--- src/rtl/ps2_pkg.sv ---
// Shared definitions for the PS/2 keyboard receiver: frame states,
// scancode prefixes and the keyboard_data field layout.
package ps2_pkg;

  typedef enum logic [1:0] {
    ST_IDLE   = 2'd0,
    ST_DATA   = 2'd1,
    ST_PARITY = 2'd2,
    ST_STOP   = 2'd3
  } ps2_state_t;

  localparam logic [7:0] PS2_EXT_PREFIX = 8'hE0;
  localparam logic [7:0] PS2_REL_PREFIX = 8'hF0;

  localparam int KD_VALID_BIT = 15;
  localparam int KD_OVF_BIT   = 14;
  localparam int KD_EXT_BIT   = 13;
  localparam int KD_REL_BIT   = 12;
  localparam int KD_CODE_MSB  = 7;
  localparam int KD_CODE_LSB  = 0;

endpackage

--- src/rtl/ps2_input_filter.sv ---
// Synchronizes the raw PS/2 clock, rejects glitches shorter than FILTER_LEN
// samples and emits a one-cycle strobe on each filtered falling edge.
module ps2_input_filter #(
  parameter int FILTER_LEN = 8
) (
  input  logic clk,
  input  logic reset,
  input  logic pin,
  output logic fall_strobe
);

  localparam int CW = $clog2(FILTER_LEN + 1);
  localparam logic [CW-1:0] RUN_LAST = CW'(FILTER_LEN - 1);

  logic          sync1;
  logic          sync2;
  logic          level;
  logic          level_d;
  logic [CW-1:0] run_cnt;

  // The level only flips once the new value has been seen FILTER_LEN times in a row
  always_ff @(posedge clk) begin
    if (reset) begin
      sync1   <= 1'b1;
      sync2   <= 1'b1;
      level   <= 1'b1;
      level_d <= 1'b1;
      run_cnt <= '0;
    end else begin
      sync1   <= pin;
      sync2   <= sync1;
      level_d <= level;
      if (sync2 == level) begin
        run_cnt <= '0;
      end else if (run_cnt == RUN_LAST) begin
        level   <= sync2;
        run_cnt <= '0;
      end else begin
        run_cnt <= run_cnt + CW'(1);
      end
    end
  end

  assign fall_strobe = level_d & ~level;

endmodule

--- src/rtl/ps2_keyboard_rx.sv ---
// PS/2 keyboard receiver: frames bytes off the filtered device clock, folds
// E0/F0 prefixes into flags and publishes a 16-bit status word for the CPU.
module ps2_keyboard_rx
  import ps2_pkg::*;
#(
  parameter int TIMEOUT_CYCLES = 200000,
  parameter int FILTER_LEN     = 8
) (
  input  logic        clk,
  input  logic        reset,
  input  logic        ps2_clk,
  input  logic        ps2_data,
  input  logic        clear,
  output logic [15:0] keyboard_data
);

  localparam int TW = $clog2(TIMEOUT_CYCLES + 1);
  localparam logic [TW-1:0] TO_LAST = TW'(TIMEOUT_CYCLES - 1);

  ps2_state_t    state;
  logic          data_s1;
  logic          data_s2;
  logic          strobe;
  logic [2:0]    bit_cnt;
  logic [7:0]    shift_reg;
  logic          parity_bit;
  logic [TW-1:0] to_cnt;
  logic          ext_pending;
  logic          rel_pending;
  logic          frame_good;
  logic          is_prefix;
  logic [15:0]   publish_word;

  ps2_input_filter #(.FILTER_LEN(FILTER_LEN)) u_clk_filter (
    .clk         (clk),
    .reset       (reset),
    .pin         (ps2_clk),
    .fall_strobe (strobe)
  );

  always_ff @(posedge clk) begin
    if (reset) begin
      data_s1 <= 1'b1;
      data_s2 <= 1'b1;
    end else begin
      data_s1 <= ps2_data;
      data_s2 <= data_s1;
    end
  end

  assign is_prefix = (shift_reg == PS2_EXT_PREFIX) || (shift_reg == PS2_REL_PREFIX);

  // Overflow is flagged only when an unread code is overwritten and the CPU is not reading it now
  always_comb begin
    publish_word                          = '0;
    publish_word[KD_VALID_BIT]            = 1'b1;
    publish_word[KD_OVF_BIT]              = keyboard_data[KD_VALID_BIT] & ~clear;
    publish_word[KD_EXT_BIT]              = ext_pending;
    publish_word[KD_REL_BIT]              = rel_pending;
    publish_word[KD_CODE_MSB:KD_CODE_LSB] = shift_reg;
  end

  // frame_good marks the cycle after an accepted stop bit; shift_reg still holds that byte
  always_ff @(posedge clk) begin
    if (reset) begin
      state         <= ST_IDLE;
      bit_cnt       <= '0;
      shift_reg     <= '0;
      parity_bit    <= 1'b0;
      to_cnt        <= '0;
      ext_pending   <= 1'b0;
      rel_pending   <= 1'b0;
      frame_good    <= 1'b0;
      keyboard_data <= '0;
    end else begin
      frame_good <= 1'b0;

      if (frame_good && !is_prefix) begin
        keyboard_data <= publish_word;
        ext_pending   <= 1'b0;
        rel_pending   <= 1'b0;
      end else begin
        if (frame_good && shift_reg == PS2_EXT_PREFIX) ext_pending <= 1'b1;
        if (frame_good && shift_reg == PS2_REL_PREFIX) rel_pending <= 1'b1;
        if (clear) keyboard_data <= '0;
      end

      if (state == ST_IDLE) begin
        to_cnt <= '0;
        if (strobe && !data_s2) begin
          state   <= ST_DATA;
          bit_cnt <= '0;
        end
      end else if (strobe) begin
        to_cnt <= '0;
        case (state)
          ST_DATA: begin
            shift_reg <= {data_s2, shift_reg[7:1]};
            bit_cnt   <= bit_cnt + 3'd1;
            if (bit_cnt == 3'd7) state <= ST_PARITY;
          end
          ST_PARITY: begin
            parity_bit <= data_s2;
            state      <= ST_STOP;
          end
          default: begin
            state <= ST_IDLE;
            if (data_s2 && (^{shift_reg, parity_bit})) begin
              frame_good <= 1'b1;
            end else begin
              ext_pending <= 1'b0;
              rel_pending <= 1'b0;
            end
          end
        endcase
      end else if (to_cnt == TO_LAST) begin
        // A stalled device must not leave a half frame waiting forever
        state       <= ST_IDLE;
        to_cnt      <= '0;
        ext_pending <= 1'b0;
        rel_pending <= 1'b0;
      end else begin
        to_cnt <= to_cnt + TW'(1);
      end
    end
  end

endmodule

--- config.mk ---
export PLATFORM = sky130hd
export DESIGN_NAME = ps2_keyboard_rx
export DESIGN_NICKNAME = d
export VERILOG_FILES = /design/src/rtl/ps2_pkg.sv /design/src/rtl/ps2_input_filter.sv /design/src/rtl/ps2_keyboard_rx.sv
export SDC_FILE = /design/constraint.sdc
export NUM_CORES = 1
export LEC_CHECK = 0
export ABC_CLOCK_PERIOD_IN_PS = 2400
export CORE_ASPECT_RATIO = 0.5
export CORE_MARGIN = 2
export CORE_UTILIZATION = 45
export DETAILED_ROUTE_END_ITERATION = 8
export DONT_BUFFER_PORTS = 1
export GPL_ROUTABILITY_DRIVEN = 0
export GPL_TIMING_DRIVEN = 1
export PLACE_DENSITY = 0.59
export SETUP_SLACK_MARGIN = 0.2
export SLEW_MARGIN = 25
export SYNTH_ARGS = -nofsm -noshare
export SYNTH_HDL_FRONTEND = slang
export SYNTH_SLANG_ARGS = --single-unit
--- constraint.sdc ---
create_clock -name clk -period 2.4 [get_ports clk]
set_input_delay 0.48 -clock clk [delete_from_list [all_inputs] [get_ports clk]]
set_output_delay 0.48 -clock clk [all_outputs]
set_load 0.1 [all_outputs]
=== Word-level counts from Yosys, hierarchy flattened ===
Index checks and enable logic that the tools add are counted.

* Bits in registers: 57
* Output and inout port bits: 16
* Bits of input ports: 5

* Reductions and logical operators: 23
* Multiplexer cells: 27
* Bitwise gates (word level): 7
* Equality and inequality tests: 10
* Add/sub/neg operators: 3

{| class="wikitable"
|+ Operators with widths
! operator !! count
|-
| 2-to-1 mux 16 bit || 2
|-
| adder 18 x 1 -> 18 bit, second input constant || 1
|-
| == test 18 bit, second input constant || 1
|-
| == test 8 bit, second input constant || 2
|-
| 2-to-1 mux 1 bit || 15
|-
| 2-to-1 mux 3 bit || 4
|-
| AND reduction 3 bit || 4
|-
| 2-to-1 mux 2 bit || 5
|-
| XOR reduction 9 bit || 1
|-
| nonzero test 2 bit || 3
|-
| logical AND 1 bit || 5
|-
| inverter 1 bit || 5
|-
| OR reduction 5 bit || 1
|-
| adder 4 x 1 -> 4 bit, second input constant || 1
|-
| == test 4 x 3 -> 1 bit, second input constant || 1
|-
| != test 4 bit, second input constant || 1
|-
| one-hot mux 2 bit (2 select lines) || 1
|-
| OR reduction 4 bit || 1
|-
| adder 3 x 1 -> 3 bit, second input constant || 1
|-
| == test 3 bit, second input constant || 1
|-
| nonzero test 3 bit || 1
|-
| OR reduction 3 bit || 1
|-
| bitwise AND 1 bit || 2
|-
| == test 2 x 1 -> 1 bit, second input constant || 1
|-
| other kinds (8) || 9
|}

=== Longest topological paths before layout ===
Gate-level depths: netlist of run 1.

* Depth in word-level cells: 9
* Gate-level depth with buffers: 9
* Mapped depth without buffers: 7

=== Hierarchy ===
Synthesis of run 1 repeated with hierarchy kept, for this count alone.

* Cells, all modules: 284
* Area total of the unflattened synthesis: 2555.0 sq um

{| class="wikitable"
|+ Modules (own cells, without submodules)
! module !! area an instance (sq um) !! cells an instance !! instances
|-
| ps2_keyboard_rx || 2273.4 || 257 || 1
|-
| ps2_input_filter || 281.5 || 27 || 1
|}

=== Worst setup path after synthesis of run 1 ===
No wires, ideal clock.

* Path kind: reg-to-reg
* Start point: reg to_cnt[0]
* End point: reg to_cnt[11]
* Cell stages (with the launch flop): 10
* Arrival time: 1.903 ns
* Slack: 0.433 ns
* Data required time: 2.336 ns
* Clock period less this slack: 1.967 ns
* Cell sequence: dfxtp_1 > ha_1 > and4_1 > buf_2 > nor4b_2 > and3_1 > or4_1 > buf_4 > buf_6 > nor2_1

* Longest elaborated chain between the ends: 2

{| class="wikitable"
|+ Ends and longest elaborated chain
! what !! RTL line !! source
|-
| start, declared || ps2_keyboard_rx.sv:27 || <nowiki>logic [TW-1:0] to_cnt;</nowiki>
|-
| start signal, assigned || ps2_keyboard_rx.sv:123 || <nowiki>to_cnt <= to_cnt + TW'(1);</nowiki>
|-
| branches (longest 2 deep; another with adder 18 x 1 -> 18 bit) || n/a ||
|}

Several ways; the timed one is not identified.
A chain may end at the register's enable or synchronous reset.

=== Worst setup path after layout of run 1 ===
* Start point: reg to_cnt[0]
* End point: reg to_cnt[9]

The elaborated chain is that of the path after synthesis.

==> run_results.csv, run 1 <==
group,metric,value,unit
logic_synthesis,synth-edff-count,0,
cells_and_area,num_antenna_cells,0,
clock_network,cts_buffers,9,
cells_and_area,layout-drive-gt1-share,0.136,
setup_path,critPathMaxFanout,18,
clock_network,cts-root-buf,"clkbuf_8",
clock_network,clk_latency,0.33,ns
timing,drv_slew,0,
route,wl,4.53,mm
die,pin_count,21,
timing,finalSetupViolCount,0,
setup_path,critPathMaxStageDelay,0.40,ns
setup_path,cp-startpoint,"to_cnt[0]",
global_route,grt_pass1_vias,1824,
outcome,status,"completed",
clock_network,clk_pin_slew,0.06,ns
setup_path,end_kind,"flop",
route,postRouteAntennaNets,0,
pwr,leakagePower,0.988,nW
clock_network,cts-resized-gates,0,
logic_synthesis,synth.avg_cell_area,8.78,µm²
timing,rsz0062_at_grt,"no",
timing,hold_viol_final,0,
setup_path,cp_cell_sequence,"ha_1 > and4_1 > nor4b_2 > and3_1 > or4_1 > buf_4 > nor2_1",
setup_path,worstSetupStartpointType,"flop",
route,post_drt_wl_per_cell,12.1,µm
cells_and_area,final_core_util,0.520,
cells_and_area,final_nets,309,
global_route,gr-total-overflow,0,
pwr,powerDensity,651,nW/µm²
route,vias,1841,
setup_path,worst_path_max_delay_cell,"or4_1",
logic_synthesis,synth_cells,283,
logic_synthesis,synth_area,2480,µm²
placement,portBuffers,0,
logic_synthesis,synthArstFlopShare,0,
global_route,grt_util_all_layers,0.173,
global_route,grt_start_max_net_pins,38,
die,die_area,6170,µm²
setup_path,worstSetupPathType,"flop to flop",
route,drc_errors,0,
logic_synthesis,ys_types,45,
clock_network,cts_hold_buf,0,
cells_and_area,largest_reg_flops,18,
logic_synthesis,ys_ff_latch,57,
die,core,5400,µm²
clock_network,cts.path.max_buffers,2,
cells_and_area,areaGrowthSynthToFinish,12.8,%
setup_path,reg2reg_slack,0.43,ns
flow_run,drv_cap,0,
timing,skew,0.00665,ns
clock_network,postCtsSetupBuffers,0,
logic_synthesis,yosysWarnings,0,
clock_network,clock-sinks,57,
timing,tns,0,ns
setup_path,rr_endpoint,"to_cnt[9]",
route,first_pass_iters,4,
route,vias_per_cell,4.92,
global_route,antenna_found_initial,0,
setup_path,crit_arrival,2.24,ns
setup_path,crit_end,"to_cnt[9]",
placement,pre_cts_slack,0.447,ns
logic_synthesis,yosysSeqAreaShare,0.459,
die,rows,19,
die,die_height,56.5,µm
cells_and_area,nFillCells,494,
cells_and_area,multi_input_area,1220,µm²
cells_and_area,ff_latch_area,1140,µm²
timing,min_period_over_period,0.822,
logic_synthesis,synth_ff_type,"dfxtp_1",
timing,worst_slack,0.427,ns
setup_path,cp_data_required_time,2.66,ns
pwr,irDropWorstVdd,303,µV
timing,layout_min_cycle_time,1.97,ns
die,die_x,109,µm
die,start_util,0.460,
route,drtIter0Drc,109,
clock_network,htreeDepth,3,
setup_path,reg2reg_depth,7,
setup_path,worstReg2RegStart,"to_cnt[0]",
global_route,grt_pass1_wl,8.10,mm
min_path,hold_path.class,"primary input to flop",
placement,hpwl,3.13,mm
clock_network,cts_tree,"built",
timing,fmax,507,MHz
[how the worst min path moves through the flow]
stage	slack, ns	from	endpoint	cells past startpoint
after global routing	0.19	reset	keyboard_data[13]	1
after global placement	0.39	u_clk_filter.sync1	u_clk_filter.sync2	1
after floorplan	0.39	data_s1	data_s2	1
after detailed placement	0.40	data_s1	data_s2	1
after CTS	0.19	reset	keyboard_data[7]	1
final	0.21	reset	keyboard_data[7]	1
[stage by stage]
stage                     total power, mW  instances  area [µm²]  hold WS [ns]
final                                1.83        374        2800         0.213
after global routing                 1.90        374        2800         0.195
after CTS                            1.85        374        2800         0.194
after detailed placement             1.01        358        2610         0.401
after global placement               1.01        358        2610         0.393
after floorplan                      1.02        286        2500         0.389
[Yosys cell counts, types with 3 or more instances]
| cell type | instances | area share |
|---|---|---|
| a21oi_1 | 21 | 0.042 |
| and2_1 | 3 | 0.0076 |
| and4_1 | 3 | 0.011 |
| buf_4 | 5 | 0.015 |
| clkbuf_1 | 8 | 0.012 |
| dfxtp_1 | 57 | 0.46 |
| ha_1 | 8 | 0.040 |
| inv_1 | 11 | 0.017 |
| nand2_1 | 38 | 0.057 |
| nand2b_1 | 3 | 0.0076 |
| nand3_1 | 16 | 0.032 |
| nand4_1 | 4 | 0.010 |
| nor2_1 | 33 | 0.050 |
| nor2b_1 | 3 | 0.0076 |
| nor3_1 | 5 | 0.010 |
| nor4_1 | 3 | 0.0076 |
| or2_2 | 5 | 0.013 |
| xnor2_1 | 18 | 0.063 |
| xor2_1 | 7 | 0.025 |
[power breakdown]
| group | leakage [nW] | total [mW] | internal [mW] | switching [mW] |
|---|---|---|---|---|
| Combinational | 0.425 | 0.0360 | 0.00389 | 0.0321 |
| Sequential | 0.460 | 0.952 | 0.950 | 0.00248 |
| Clock | 0.102 | 0.838 | 0.484 | 0.354 |
[kinds of logic after synthesis]
group | after synthesis | share of synthesized area
buffers and inverters | 27 | 0.0524
other | 1 | 0.00151
DFF | 57 | 0.459
xor gates and xnor gates | 26 | 0.0972
adders and majority gates | 8 | 0.0403
AOI/OAI and AO/OA | 33 | 0.0816
muxes | 2 | 0.00806
and+or+nand+nor | 129 | 0.260
[critical path: cells and delay by family, from the launching register on]
kind	cells	cell delay [ns]
buffers and inverters	1	0.21
DFF	1	0.32
and+or+nand+nor	5	1.15
adders and majority gates	1	0.23
[metal layers]
layer / GRT usage / part of all wire / vias up
met5: 0 / 0 / -
met4: 0.0549 / 0.011 / 0
met3: 0.0836 / 0.043 / 6
met2: 0.278 / 0.45 / 20
met1: 0.203 / 0.49 / 851
li1: - / - / 964
[final cells by class]
type	instances	share of cell area
Multi-Input combinational cell	202	0.437
Sequential cell	57	0.407
Clock buffer	14	0.0651
Timing Repair Buffer	15	0.0402
Tap cell	73	0.0326
Inverter	11	0.0147
Clock inverter	2	0.00357
[cells in the final DEF, fill, tap and decap left out, types with 2 or more instances in the layout]
master / count
or2_2: 5
buf_4: 15
xnor2_1: 18
nand2_1: 38
clkbuf_8: 13
nor3_1: 5
a31oi_1: 2
nor2b_1: 3
a21oi_1: 21
a22oi_1: 2
ha_1: 8
and3_1: 2
nor2_1: 33
and2_1: 3
conb_1: 4
nand4_1: 4
clkinv_2: 2
and4_1: 3
xor2_1: 7
or4_4: 2
nand3_1: 16
mux2i_1: 2
nor4_1: 3
inv_1: 11
nand2b_1: 3
dfxtp_1: 57
Power figures use the tool's default switching activity.
==> run 2: changes to the inputs <==
ABC_AREA = 1   (was not set)
ABC_CLOCK_PERIOD_IN_PS = 2000   (was 2400)
clock period = 2 ns   (was 2.4 ns; I/O delays follow)
==> run 2 against run 1 <==
Clock-buffer cell count fell by 2. Cell count rose by 18%. Worst setup slack got worse by 0.10 ns. Clock power rose by 68%. Critical path type unchanged. Critical path depth rose by 1. Utilization rose by 3.9 points. Highest routed layer unchanged. Combinational power rose to 11 times the previous value. Flip-flop and latch count did not move. Total power rose by 64%. Maximum frequency rose by 18%. Non-clock buffer count rose by 5. Via count rose by 16%.
==> run_results.csv, run 2 <==
group,metric,value,unit
route,drc_errors,0,
timing,finalSetupViolCount,0,
placement,dpl_cell_area,2720,µm²
logic_synthesis,yosysWarnings,0,
die,rows,19,
die,die_area,6410,µm²
setup_path,reg2reg_depth,8,
timing,min_period_over_period,0.838,
pwr,powerDensity,974,nW/µm²
flow_run,drv_cap,0,
global_route,grt_util_all_layers,0.177,
logic_synthesis,synth_top_area_share,0.441,
clock_network,clk_latency,0.33,ns
logic_synthesis,synth.top_cells.by_count,"nand2_1 (76), dfxtp_1 (57), inv_1 (40)",
pwr,irDropWorstVdd,627,µV
die,pin_count,21,
route,vias_per_cell,4.82,
cells_and_area,final_cell_mix,"nand2_1 (76), dfxtp_1 (57), inv_1 (40), a21oi_1 (34), nor2_1 (32)",
global_route,gr-total-overflow,0,
setup_path,worstReg2RegStart,"to_cnt[0]",
logic_synthesis,yosysSeqAreaShare,0.441,
route,vias,2136,
global_route,antenna_found_initial,0,
setup_path,path_delay_family,"simple AND/OR/NAND/NOR gates",
route,drtIter0Drc,84,
logic_synthesis,synth-edff-count,0,
global_route,grt_start_max_net_pins,24,
logic_synthesis,synth.avg_cell_area,7.53,µm²
cells_and_area,largest_reg_flops,18,
min_path,hold_path.class,"primary input to flop",
logic_synthesis,synth_area,2590,µm²
setup_path,cp_data_required_time,2.22,ns
setup_path,reg2reg_slack,0.32,ns
die,die_x,111,µm
logic_synthesis,yosysMostFrequentCell,"nand2_1",
logic_synthesis,synth_cells,344,
logic_synthesis,synthArstFlopShare,0,
clock_network,cts_buffers,9,
logic_synthesis,synth_ff_type,"dfxtp_1",
global_route,grt_pass1_wl,8.66,mm
timing,rsz0062_at_grt,"yes",
route,wl,4.86,mm
timing,tns,0,ns
logic_synthesis,synth.area.top_cells,"dfxtp_1 (44%), nand2_1 (11%), a21oi_1 (6.6%), inv_1 (5.8%), nor2_1 (4.6%)",
setup_path,critPathMaxStageDelay,0.38,ns
setup_path,end_kind,"flop",
cells_and_area,final_nets,379,
clock_network,cts_hold_buf,0,
cells_and_area,num_antenna_cells,0,
setup_path,cp_cell_sequence,"ha_1 > nand3_1 > nor4_1 > nand4_1 > nand2_1 > nand2_1 > a21oi_1 > nor2_1",
clock_network,cts-root-buf,"clkbuf_16",
route,first_pass_iters,4,
cells_and_area,areaGrowthSynthToFinish,19.0,%
setup_path,rr_endpoint,"state[1]",
pwr,leakagePower,1.27,nW
pwr,p_int,2.24,mW
cells_and_area,layout-drive-gt1-share,0.154,
setup_path,worst_path_max_delay_cell,"dfxtp_1",
setup_path,worstSetupPathType,"flop to flop",
pwr,p_switching,0.759,mW
route,post_drt_wl_per_cell,11.0,µm
clock_network,clk_pin_slew,0.05,ns
logic_synthesis,ys_types,33,
placement,hpwl,3.35,mm
timing,skew,0.00777,ns
timing,fmax,597,MHz
logic_synthesis,ys_ff_latch,57,
die,start_util,0.469,
clock_network,htreeDepth,3,
setup_path,critPathMaxFanout,4,
timing,hold_viol_final,0,
timing,layout_min_cycle_time,1.68,ns
logic_synthesis,synth.largest_area_cell,"dfxtp_1",
clock_network,cts_tree,"built",
cells_and_area,design_area,3080,µm²
route,postRouteAntennaNets,0,
setup_path,cp_common_cell,"nand2_1",
pwr,pwr-share-seq,0.397,
setup_path,worstSetupStartpointType,"flop",
die,core,5520,µm²
global_route,grt_pass1_vias,1962,
pwr,comb_power_share,0.134,
clock_network,cts.path.max_buffers,2,
setup_path,crit_arrival,1.90,ns
pwr,switching_share,0.253,
outcome,status,"completed",
min_path,min_to,"keyboard_data[14]",
timing,drv_slew,0,
pwr,p_clk_frac,0.469,
clock_network,clock-sinks,57,
placement,portBuffers,0,
setup_path,cp.depth,8,
min_path,holdCritStartpoint,"reset",
min_path,whs_path_depth,1,
cells_and_area,final_common_cell,"nand2_1",
setup_path,worst-path-buf-inv,0,
die,die_height,57.6,µm
==> run 2: layout make-up <==
class | count | area [µm²]
fillers | 521 | 2430
multi-input cells | 237 | 1250
flip-flops and latches | 57 | 1140
clock buffers | 12 | 267
repair buffers | 20 | 163
inverters | 41 | 154
well taps | 73 | 91.3
clock inverters | 3 | 15.0
==> run 2: cells by family after synthesis <==
| group | after synthesis | synth area share |
|---|---|---|
| compound gates | 53 | 0.109 |
| xor+xnor | 9 | 0.0305 |
| fa+ha+maj | 8 | 0.0387 |
| buf+inv | 53 | 0.0884 |
| flops | 57 | 0.441 |
| other cells | 1 | 0.00145 |
| simple gates | 163 | 0.291 |
==> run 2: power by group through the flow <==
stage	Clock, mW	Sequential [mW]	Combinational [mW]
after floorplan	0	1.21	0.277
after global placement	0	1.21	0.314
after detailed placement	0	1.21	0.316
after CTS	1.45	1.19	0.318
after global routing	1.50	1.19	0.449
final	1.41	1.19	0.401
==> run 2: timing repair <==
item	in CTS	in global routing
endpoints found under the hold margin	0	0
endpoints found under the setup margin	0	25
setup buffers	0	6
resized for setup	0	4
==> run 2: per-stage QoR <==
stage | setup slack, ns | hold slack [ns] | total power [mW] | std cells | util
final | 0.324 | 0.138 | 3.00 | 443 | 0.559
after global routing | 0.176 | 0.119 | 3.14 | 443 | 0.559
after CTS | 0.232 | 0.124 | 2.96 | 437 | 0.544
after detailed placement | 0.242 | 0.396 | 1.53 | 422 | 0.493
after global placement | 0.320 | 0.393 | 1.52 | 422 | 0.493
after floorplan | 0.502 | 0.389 | 1.49 | 347 | -
==> run 2: worst max path at each step <==
stage | from | slack [ns] | endpoint
3_3_place_gp | to_cnt[0] | 0.32 | to_cnt[11]
6_report | to_cnt[0] | 0.32 | state[1]
4_1_cts | to_cnt[0] | 0.23 | to_cnt[11]
3_5_place_dp | to_cnt[0] | 0.24 | to_cnt[11]
5_1_grt | to_cnt[0] | 0.18 | state[1]
2_1_floorplan | state[0] | 0.50 | bit_cnt[1]
==> run 2: worst register-to-register path: stages (launching register included) <==
cell and delay (ns):
dfxtp_1 0.38, ha_1 0.21, nand3_1 0.14, nor4_1 0.22
nand4_1 0.22, nand2_1 0.13, nand2_1 0.08, a21oi_1 0.14
nor2_1 0.05
==> run 2: layer usage <==
metal,track usage,vias to the layer above,part of all wire
li1,-,1141,-
met1,0.203,949,0.50
met2,0.289,38,0.44
met3,0.0816,8,0.043
met4,0.0829,0,0.017
met5,0,-,0
